## src/rtl/fp_addsub_pipe.sv

```systemverilog
`timescale 1ns/1ps
// fp_addsub_pipe: pipelined floating-point adder/subtractor (capture, align, add, normalise/round)
// with round-to-nearest-even, special values and a valid/ready stream interface.
module fp_addsub_pipe #(
    parameter int EXP_W = 8,
    parameter int MAN_W = 23
) (
    input  logic                 clk,
    input  logic                 rst,
    input  logic                 in_valid,
    output logic                 in_ready,
    input  logic [EXP_W+MAN_W:0] a,
    input  logic [EXP_W+MAN_W:0] b,
    input  logic                 op,
    output logic                 out_valid,
    input  logic                 out_ready,
    output logic [EXP_W+MAN_W:0] sum,
    output logic                 overflow,
    output logic                 underflow
);

    localparam int W   = EXP_W + MAN_W + 1;
    localparam int SW  = MAN_W + 4;
    localparam int LZW = $clog2(SW + 1);
    localparam int EW2 = EXP_W + 2;
    localparam logic [EXP_W-1:0] EXP_MAX = '1;
    localparam logic [W-1:0] QNAN = {1'b0, EXP_MAX, 1'b1, {(MAN_W-1){1'b0}}};

    logic adv;

    logic           s1Valid_q;
    logic [W-1:0]   s1A_q, s1B_q;

    logic             s2Valid_q, s2Sign_q, s2Sub_q, s2Nan_q, s2Inf_q, s2InfSign_q, s2NegZero_q;
    logic [EXP_W-1:0] s2Exp_q;
    logic [SW-1:0]    s2SigX_q, s2SigY_q;

    logic             s3Valid_q, s3Sign_q, s3Nan_q, s3Inf_q, s3InfSign_q, s3NegZero_q;
    logic [EXP_W-1:0] s3Exp_q;
    logic [SW:0]      s3Mag_q;

    logic           outValid_q, overflow_q, underflow_q;
    logic [W-1:0]   sum_q;

    assign adv       = !outValid_q || out_ready;
    assign in_ready  = adv;
    assign out_valid = outValid_q;
    assign sum       = sum_q;
    assign overflow  = overflow_q;
    assign underflow = underflow_q;

    // Unpack and classify the captured operands
    logic             signA, signB, zeroA, zeroB, infA, infB, nanA, nanB, swap;
    logic [EXP_W-1:0] expA, expB, expX, expY, expDiff;
    logic [MAN_W-1:0] fracA, fracB;
    logic [MAN_W:0]   sigA, sigB, sigX, sigY;
    logic [2*SW-1:0]  shiftWide;
    logic [SW-1:0]    alignY_d;

    assign signA = s1A_q[W-1];
    assign signB = s1B_q[W-1];
    assign expA  = s1A_q[W-2:MAN_W];
    assign expB  = s1B_q[W-2:MAN_W];
    assign fracA = s1A_q[MAN_W-1:0];
    assign fracB = s1B_q[MAN_W-1:0];
    assign zeroA = (expA == '0);
    assign zeroB = (expB == '0);
    assign infA  = (expA == EXP_MAX) && (fracA == '0);
    assign infB  = (expB == EXP_MAX) && (fracB == '0);
    assign nanA  = (expA == EXP_MAX) && (fracA != '0);
    assign nanB  = (expB == EXP_MAX) && (fracB != '0);
    assign sigA  = zeroA ? '0 : {1'b1, fracA};
    assign sigB  = zeroB ? '0 : {1'b1, fracB};

    assign swap    = {expB, sigB[MAN_W-1:0]} > {expA, sigA[MAN_W-1:0]};
    assign expX    = swap ? expB : expA;
    assign expY    = swap ? expA : expB;
    assign sigX    = swap ? sigB : sigA;
    assign sigY    = swap ? sigA : sigB;
    assign expDiff = expX - expY;

    // The lower half of the wide shift catches every bit that falls past the sticky position
    assign shiftWide = {sigY, 3'b000, {SW{1'b0}}} >> expDiff;

    always_comb begin
        if (32'(expDiff) >= SW)
            alignY_d = {{(SW-1){1'b0}}, |sigY};
        else
            alignY_d = {shiftWide[2*SW-1:SW+1], shiftWide[SW] | (|shiftWide[SW-1:0])};
    end

    logic [SW:0] mag_d;
    assign mag_d = s2Sub_q ? ({1'b0, s2SigX_q} - {1'b0, s2SigY_q})
                           : ({1'b0, s2SigX_q} + {1'b0, s2SigY_q});

    // Normalise: highest set bit below the carry position decides the left shift
    logic [LZW-1:0]   lzc;
    logic             carry, roundUp, roundCarry;
    logic [SW-1:0]    norm;
    logic [EW2-1:0]   expNorm, expFinal;
    logic [MAN_W+1:0] rounded;
    logic [MAN_W-1:0] fracOut;

    always_comb begin
        lzc = '0;
        for (int i = 0; i < SW; i++)
            if (s3Mag_q[i]) lzc = LZW'(SW - 1 - i);
    end

    assign carry = s3Mag_q[SW];

    always_comb begin
        if (carry) begin
            norm    = {s3Mag_q[SW:2], s3Mag_q[1] | s3Mag_q[0]};
            expNorm = {2'b00, s3Exp_q} + EW2'(1);
        end else begin
            norm    = s3Mag_q[SW-1:0] << lzc;
            expNorm = {2'b00, s3Exp_q} - EW2'(lzc);
        end
    end

    assign roundUp    = norm[2] & (norm[1] | norm[0] | norm[3]);
    assign rounded    = {1'b0, norm[SW-1:3]} + (MAN_W+2)'(roundUp);
    assign roundCarry = rounded[MAN_W+1];
    assign fracOut    = roundCarry ? rounded[MAN_W:1] : rounded[MAN_W-1:0];
    assign expFinal   = expNorm + EW2'(roundCarry);

    logic [W-1:0] sum_d;
    logic         overflow_d, underflow_d;

    always_comb begin
        sum_d       = {s3Sign_q, expFinal[EXP_W-1:0], fracOut};
        overflow_d  = 1'b0;
        underflow_d = 1'b0;
        if (s3Nan_q) begin
            sum_d = QNAN;
        end else if (s3Inf_q) begin
            sum_d = {s3InfSign_q, EXP_MAX, {MAN_W{1'b0}}};
        end else if (s3Mag_q == '0) begin
            sum_d = {s3NegZero_q, {(W-1){1'b0}}};
        end else if (!expFinal[EW2-1] && (expFinal >= {2'b00, EXP_MAX})) begin
            sum_d      = {s3Sign_q, EXP_MAX, {MAN_W{1'b0}}};
            overflow_d = 1'b1;
        end else if (expFinal[EW2-1] || (expFinal == '0)) begin
            sum_d       = {s3Sign_q, {(W-1){1'b0}}};
            underflow_d = 1'b1;
        end
    end

    // Every stage moves together; a stalled output freezes the whole pipe
    always_ff @(posedge clk) begin
        if (rst) begin
            s1Valid_q   <= 1'b0;
            s2Valid_q   <= 1'b0;
            s3Valid_q   <= 1'b0;
            outValid_q  <= 1'b0;
            sum_q       <= '0;
            overflow_q  <= 1'b0;
            underflow_q <= 1'b0;
        end else if (adv) begin
            s1Valid_q   <= in_valid;
            s1A_q       <= a;
            s1B_q       <= b ^ {op, {(W-1){1'b0}}};

            s2Valid_q   <= s1Valid_q;
            s2Sign_q    <= swap ? signB : signA;
            s2Sub_q     <= signA ^ signB;
            s2Exp_q     <= expX;
            s2SigX_q    <= {sigX, 3'b000};
            s2SigY_q    <= alignY_d;
            s2Nan_q     <= nanA | nanB | (infA & infB & (signA ^ signB));
            s2Inf_q     <= infA | infB;
            s2InfSign_q <= infA ? signA : signB;
            s2NegZero_q <= zeroA & zeroB & signA & signB;

            s3Valid_q   <= s2Valid_q;
            s3Sign_q    <= s2Sign_q;
            s3Exp_q     <= s2Exp_q;
            s3Mag_q     <= mag_d;
            s3Nan_q     <= s2Nan_q;
            s3Inf_q     <= s2Inf_q;
            s3InfSign_q <= s2InfSign_q;
            s3NegZero_q <= s2NegZero_q;

            outValid_q  <= s3Valid_q;
            if (s3Valid_q) begin
                sum_q       <= sum_d;
                overflow_q  <= overflow_d;
                underflow_q <= underflow_d;
            end
        end
    end

endmodule

```

## config.mk

```make
export PLATFORM = sky130hd
export DESIGN_NAME = fp_addsub_pipe
export DESIGN_NICKNAME = d
export VERILOG_FILES = /design/src/rtl/fp_addsub_pipe.sv
export SDC_FILE = /design/constraint.sdc
export NUM_CORES = 1
export LEC_CHECK = 0
export BUFFER_PORTS_ARGS = -buffer_cell sky130_fd_sc_hd__buf_2
export CORE_MARGIN = 2
export CORE_UTILIZATION = 45
export CTS_BUF_LIST = sky130_fd_sc_hd__clkbuf_4 sky130_fd_sc_hd__clkbuf_8 sky130_fd_sc_hd__clkbuf_16
export DETAILED_ROUTE_END_ITERATION = 10
export PLACE_DENSITY_LB_ADDON = 0.3
export SLEW_MARGIN = 0
export SYNTH_ARGS = -nofsm -noshare
export SYNTH_HDL_FRONTEND = slang
export SYNTH_SLANG_ARGS = --single-unit
export TNS_END_PERCENT = 10
```

## constraint.sdc

```tcl
create_clock -name clk -period 6.42 [get_ports clk]
set_input_delay 0.321 -clock clk [delete_from_list [all_inputs] [get_ports clk]]
set_output_delay 0.321 -clock clk [all_outputs]
set_load 0.1 [all_outputs]
```

---- Yosys cells after proc, flatten, opt, wreduce, memory -nomap -nowiden ----
Index checks and enable logic that the tools add are counted.
W data, S select, Z words.
storage, ports and cells
  flip-flop bits (word level) ............. 208
  input bits .............................. 69
  output and inout port bits .............. 36
operators by class
  add/subtract/negate cells ............... 7
  $lt $le $gt $ge ......................... 3
  equality and inequality tests ........... 2
  shifts and indexed selects .............. 2
  mux-type cells .......................... 54
  bitwise logic cells ..................... 16
  reduce and logical (&&, ||, !) cells .... 21
operators by type and width
  kind                  count
  $mux W5               27
  $mux W24              4
  $mux W32              3
  $mux W31              2
  $shr A54 B8 Y54       1
  $logic_not A23 Y1     2
  $reduce_bool A23 Y1   2
  $xor A32 B32 Y32      1
  $gt A31 B31 Y1        1
  $add A27 B27 Y28      1
  $logic_not A28 Y1     1
  $mux W28              1
  $sub A27 B27 Y28      1
  $mux W27              1
  $reduce_or A27 Y1     1
  $shl A27 B5 Y27       1
  $add A24 B1 Y25       1
  $reduce_or A24 Y1     1
  $mux W23              1
  $eq A8 B8 Y1 const B  2
  $logic_not A8 Y1      2
  $mux W8               2
  $mux W1               12
  $add A10 B1 Y10       1
  other kinds (15)      33

---- Longest topological paths before layout ----
  depth in word-level cells ............... 41
  gate-level depth with buffers ........... 32
  depth with buffers taken out ............ 26

---- Worst setup path before layout ----
Ideal clock, no wire load.
  path kind ............................... register -> register
  start ................................... register s1A_q[28]
  end ..................................... register s2SigY_q[0], data pin
  library setup time ...................... 264 ps
  arrival time ............................ 6358 ps
  setup slack ............................. -202 ps
  cell stages (with the launch flop) ...... 29
  buffers on the path ..................... 5
  clock period less this slack ............ 6622 ps
  path through ............................ edfxtp_1 > nor4_1 > nand2_1 > clkbuf_1 > buf_1 > nand2_1 > ha_1 > a211oi_1 > o21ai_0 > a211oi_1 > nor2_1 > o21ai_1 > clkbuf_1 > buf_1 > nor2_1 > nor2_1 > ha_1 > inv_1 > o211ai_1 > nor3_1 > nor2_1 > clkbuf_1 > mux2i_1 > mux2i_1 > or2_0 > o41ai_1 > a41oi_1 > a311oi_1 > o21ai_1
on the way
  word-level cells in the longest chain between the ends .. 9
  elaborated cells between the ends (all ways) .. 13
  classes of those cells .................. 1 x add/sub; 2 x order compare; 1 x shift; 5 x mux; 1 x bitwise; 3 x reduce/logical
ends and longest elaborated chain
  element                     RTL line  text
  start: declaration          32        logic [W-1:0] s1A_q, s1B_q;
  start signal: assignment    162       s1A_q <= a;
  $logic_not A8 Y1            66        assign zeroA = (expA == '0);
  $mux W24                    72        assign sigA = zeroA ? '0 : {1'b1, fracA};
  $gt A31 B31 Y1              75        assign swap = {expB, sigB[MAN_W-1:0]} > {expA, sigA[MAN_W-1:0]};
  $mux W8 (on tied branches)  76, 77
  $sub A8 B8 Y8               80        assign expDiff = expX - expY;
  $shr A54 B8 Y54             83        assign shiftWide = {sigY, 3'b000, {SW{1'b0}}} >> expDiff;
  $reduce_or A27 Y1           89        alignY_d = {shiftWide[2*SW-1:SW+1], shiftWide[SW] | (|shiftWide[SW-1:0])};
  $or A1 B1 Y1                89
  $mux W1 *                   86        if (32'(expDiff) >= SW)
  via alignY_d[0]             58        logic [SW-1:0] alignY_d;
  end signal: assignment      170       s2SigY_q <= alignY_d;
  end: declaration            36        logic [SW-1:0] s2SigX_q, s2SigY_q;
The timed path passes the listed nets; every way through them passes the cells marked *.
A chain may end at the register's enable or synchronous reset.

---- Worst setup path after layout ----
  start ................................... register s1A_q[23]
  end ..................................... register s2SigY_q[0], data pin
Same word-level chain as after synthesis.

==> metrics.txt <==
status=complete, no violations; post-synth cell types=99; CTS root buffer=clkbuf_16; Area Overhead vs Synth=21.8%; commonest non-fill, non-tap cell in the layout=nand2_1; first-pass GRT wire length=88.7 mm; Max Transition Viols Final=0; Worst-Skew Late Latency=560 ps; total clock sinks=208; Final Cell Area=20500 µm²; Final Hold Viols=0; GP Congestion=1.04; vias in the first global route=16300; Num CTS Buffers=23; routed len/inst=20.9 µm; final clock skew=27.7 ps; Synth Flop Type=edfxtp_1; final setup violating endpoints=0; Crit path largest cell delay=470 ps; total number of yosys warnings=0; grt ovf=0; Vert. Die Dim=197 µm; H-Tree Depth=1; cell leakage power=8.34 nW; Hold WS=18.8 ps; min cycle time layout=6120 ps; actual slew at the worst max-slew pin=1080 ps; Area contributors post-synth=edfxtp_1 (30%), ha_1 (6.7%), nand2_1 (4.7%), dfxtp_1 (4.5%), o21ai_0 (4.3%); vias per inst=6.26; Bufs on Longest Clock Path=3; post-synthesis sequential area ratio=0.348; Synth async-reset ratio=0; Seq cells post-synth=208; RSZ-0062 raised after global routing=true; drt total wl=57.1 mm; DP Wirelength=43.3 mm; Post-Place Worst Slack=186 ps; via count=17100; Final WS setup=302 ps; Synth top area share=0.303; port bufs=104; Row Count=70; Initial Util=0.459; DRC=0; CTS tree=built; Initial DRC Count=1641; IO Pins=105; antenna violations before repair=0; Worst path most repeated cell=buf_4; critical path class=register to register; n_diodes=0; Arr. time, crit path=6400 ps; DRT antenna net count=0; Placed Area=19000 µm²; largest net degree at the start of global routing=72; Post-synth EDFFs=170; crit end category=register; ratio of cells with drive above 1 in the final layout=0.183; Clk pin slew, worst setup/hold paths=60 ps; drt pass-1 iters=7; die area=39000 µm²; WP data required=6700 ps; Critical Path Start Type=register; final net count=2416; Syn Inst Count=1981; Max transition margin=0.273; Tot Pwr=5.81 mW; Power Density=283 nW/µm²; Post-Syn Nets=2142; Max FO, Critical Path=18; Tightest Hold Check Type=input port to register; synthesized area per cell=8.50 µm²; final period utilization=0.953; CORE AREA=36700 µm²; crit path max-delay cell type=edfxtp_1; max-cap check violation count=0; Mapped Area=16800 µm²; DIE WIDTH=197 µm; Max Clock Freq=0.163 GHz; GR Util All Layers=0.286; Peak supply drop=0.000245 V; Synth area leader=edfxtp_1; most frequent cells in the layout=nand2_1 (209), buf_4 (189), edfxtp_1 (170), nor2_1 (160), o21ai_0 (142)
[cells in the mapped netlist, drive strengths merged (11+ instances only)]
cell type	instances
a221oi	11
nor3	67
a2111oi	13
inv	112
or3	17
nand2b	14
xor2	23
a31oi	23
and3	26
nor2	164
a21oi	137
buf	44
nor4	32
o211ai	25
edfxtp	170
clkbuf	71
o31ai	16
a22oi	26
o21a	17
a211oi	15
nand3	75
nor2b	14
nand4	44
o21ai	155
xnor2	40
nand2	209
dfxtp	38
a21o	17
mux2i	44
ha	90
and2	24
[worst max-delay path: cells and delay by family, from the launching register on]
family                     cells  cell delay (ps)
and+or+nand+nor               12             2400
AOI/OAI and AO/OA              6             1120
buffers and inverters          6              950
muxes                          2              620
DFF                            1              470
adders and majority gates      2              300
[per-layer routing]
layer,global-route usage,routed length (µm)
met1,0.348,22800
met2,0.491,27200
met3,0.0353,3500
met4,0.164,3680
met5,0,0
[worst paths after layout]
kind | startpoint | to | slack (ps) | cells after the start
setup / recovery | s1A_q[23] | s2SigY_q[0] | 300 | 28
hold / removal | in_valid | s1Valid_q | 20 | 3
setup reg to reg | s1A_q[23] | s2SigY_q[0] | 300 | 28
hold reg to reg | s2InfSign_q | s3InfSign_q | 420 | 0
[stage by stage]
| step | TNS (ps) | utilization | std cells |
|---|---|---|---|
| global placement | 0 | 0.518 | 2631 |
| CTS | 0 | 0.556 | 2734 |
| floorplan | 0 | - | 1981 |
| detailed placement | 0 | 0.518 | 2631 |
| global route | -93.7 | 0.559 | 2738 |
| finish | 0 | 0.559 | 2738 |
[sequential cells by signal, indices dropped and copies added (netlist names), 8 cells and up]
name,flops
s2Exp_q,8
sum,32
s2SigX_q,24
s3Exp_q,8
s2SigY_q,27
s3Mag_q,28
s1A_q,32
s1B_q,32
[kinds of logic after synthesis]
logic type               after synthesis  synth area share
AND/OR/NAND/NOR                      725             0.212
AO/OA/AOI/OAI                        606             0.245
buffers and inverters                229            0.0550
flip-flops                           208             0.348
adder cells (fa/ha/maj)               92            0.0692
XOR/XNOR                              63            0.0328
multiplexers                          58            0.0382
[timing repair]
action / CTS / global route
setup buffers: 0 / 3
hold buffers: 63 / 0
gates resized for setup: 0 / 19
setup endpoints to repair: 0 / 32
hold endpoints to repair: 63 / 0
[final cells by class]
type                       count  area (µm²)
fill                        3285       16200
clock buffer                  30         664
clock inverter                10         101
timing repair buffer         363        2700
inverter                     114         429
tap                          468         586
multi-input combinational   1545       10200
sequential                   208        5870
[power breakdown]
part           total [mW]  internal (mW)  switching, mW  leakage (nW)
sequential           1.72           1.61          0.110          1.98
clock                1.34          0.775          0.567         0.377
combinational        2.75           1.11           1.63          5.98
Note: power is estimated with default switching activity, not from simulation.
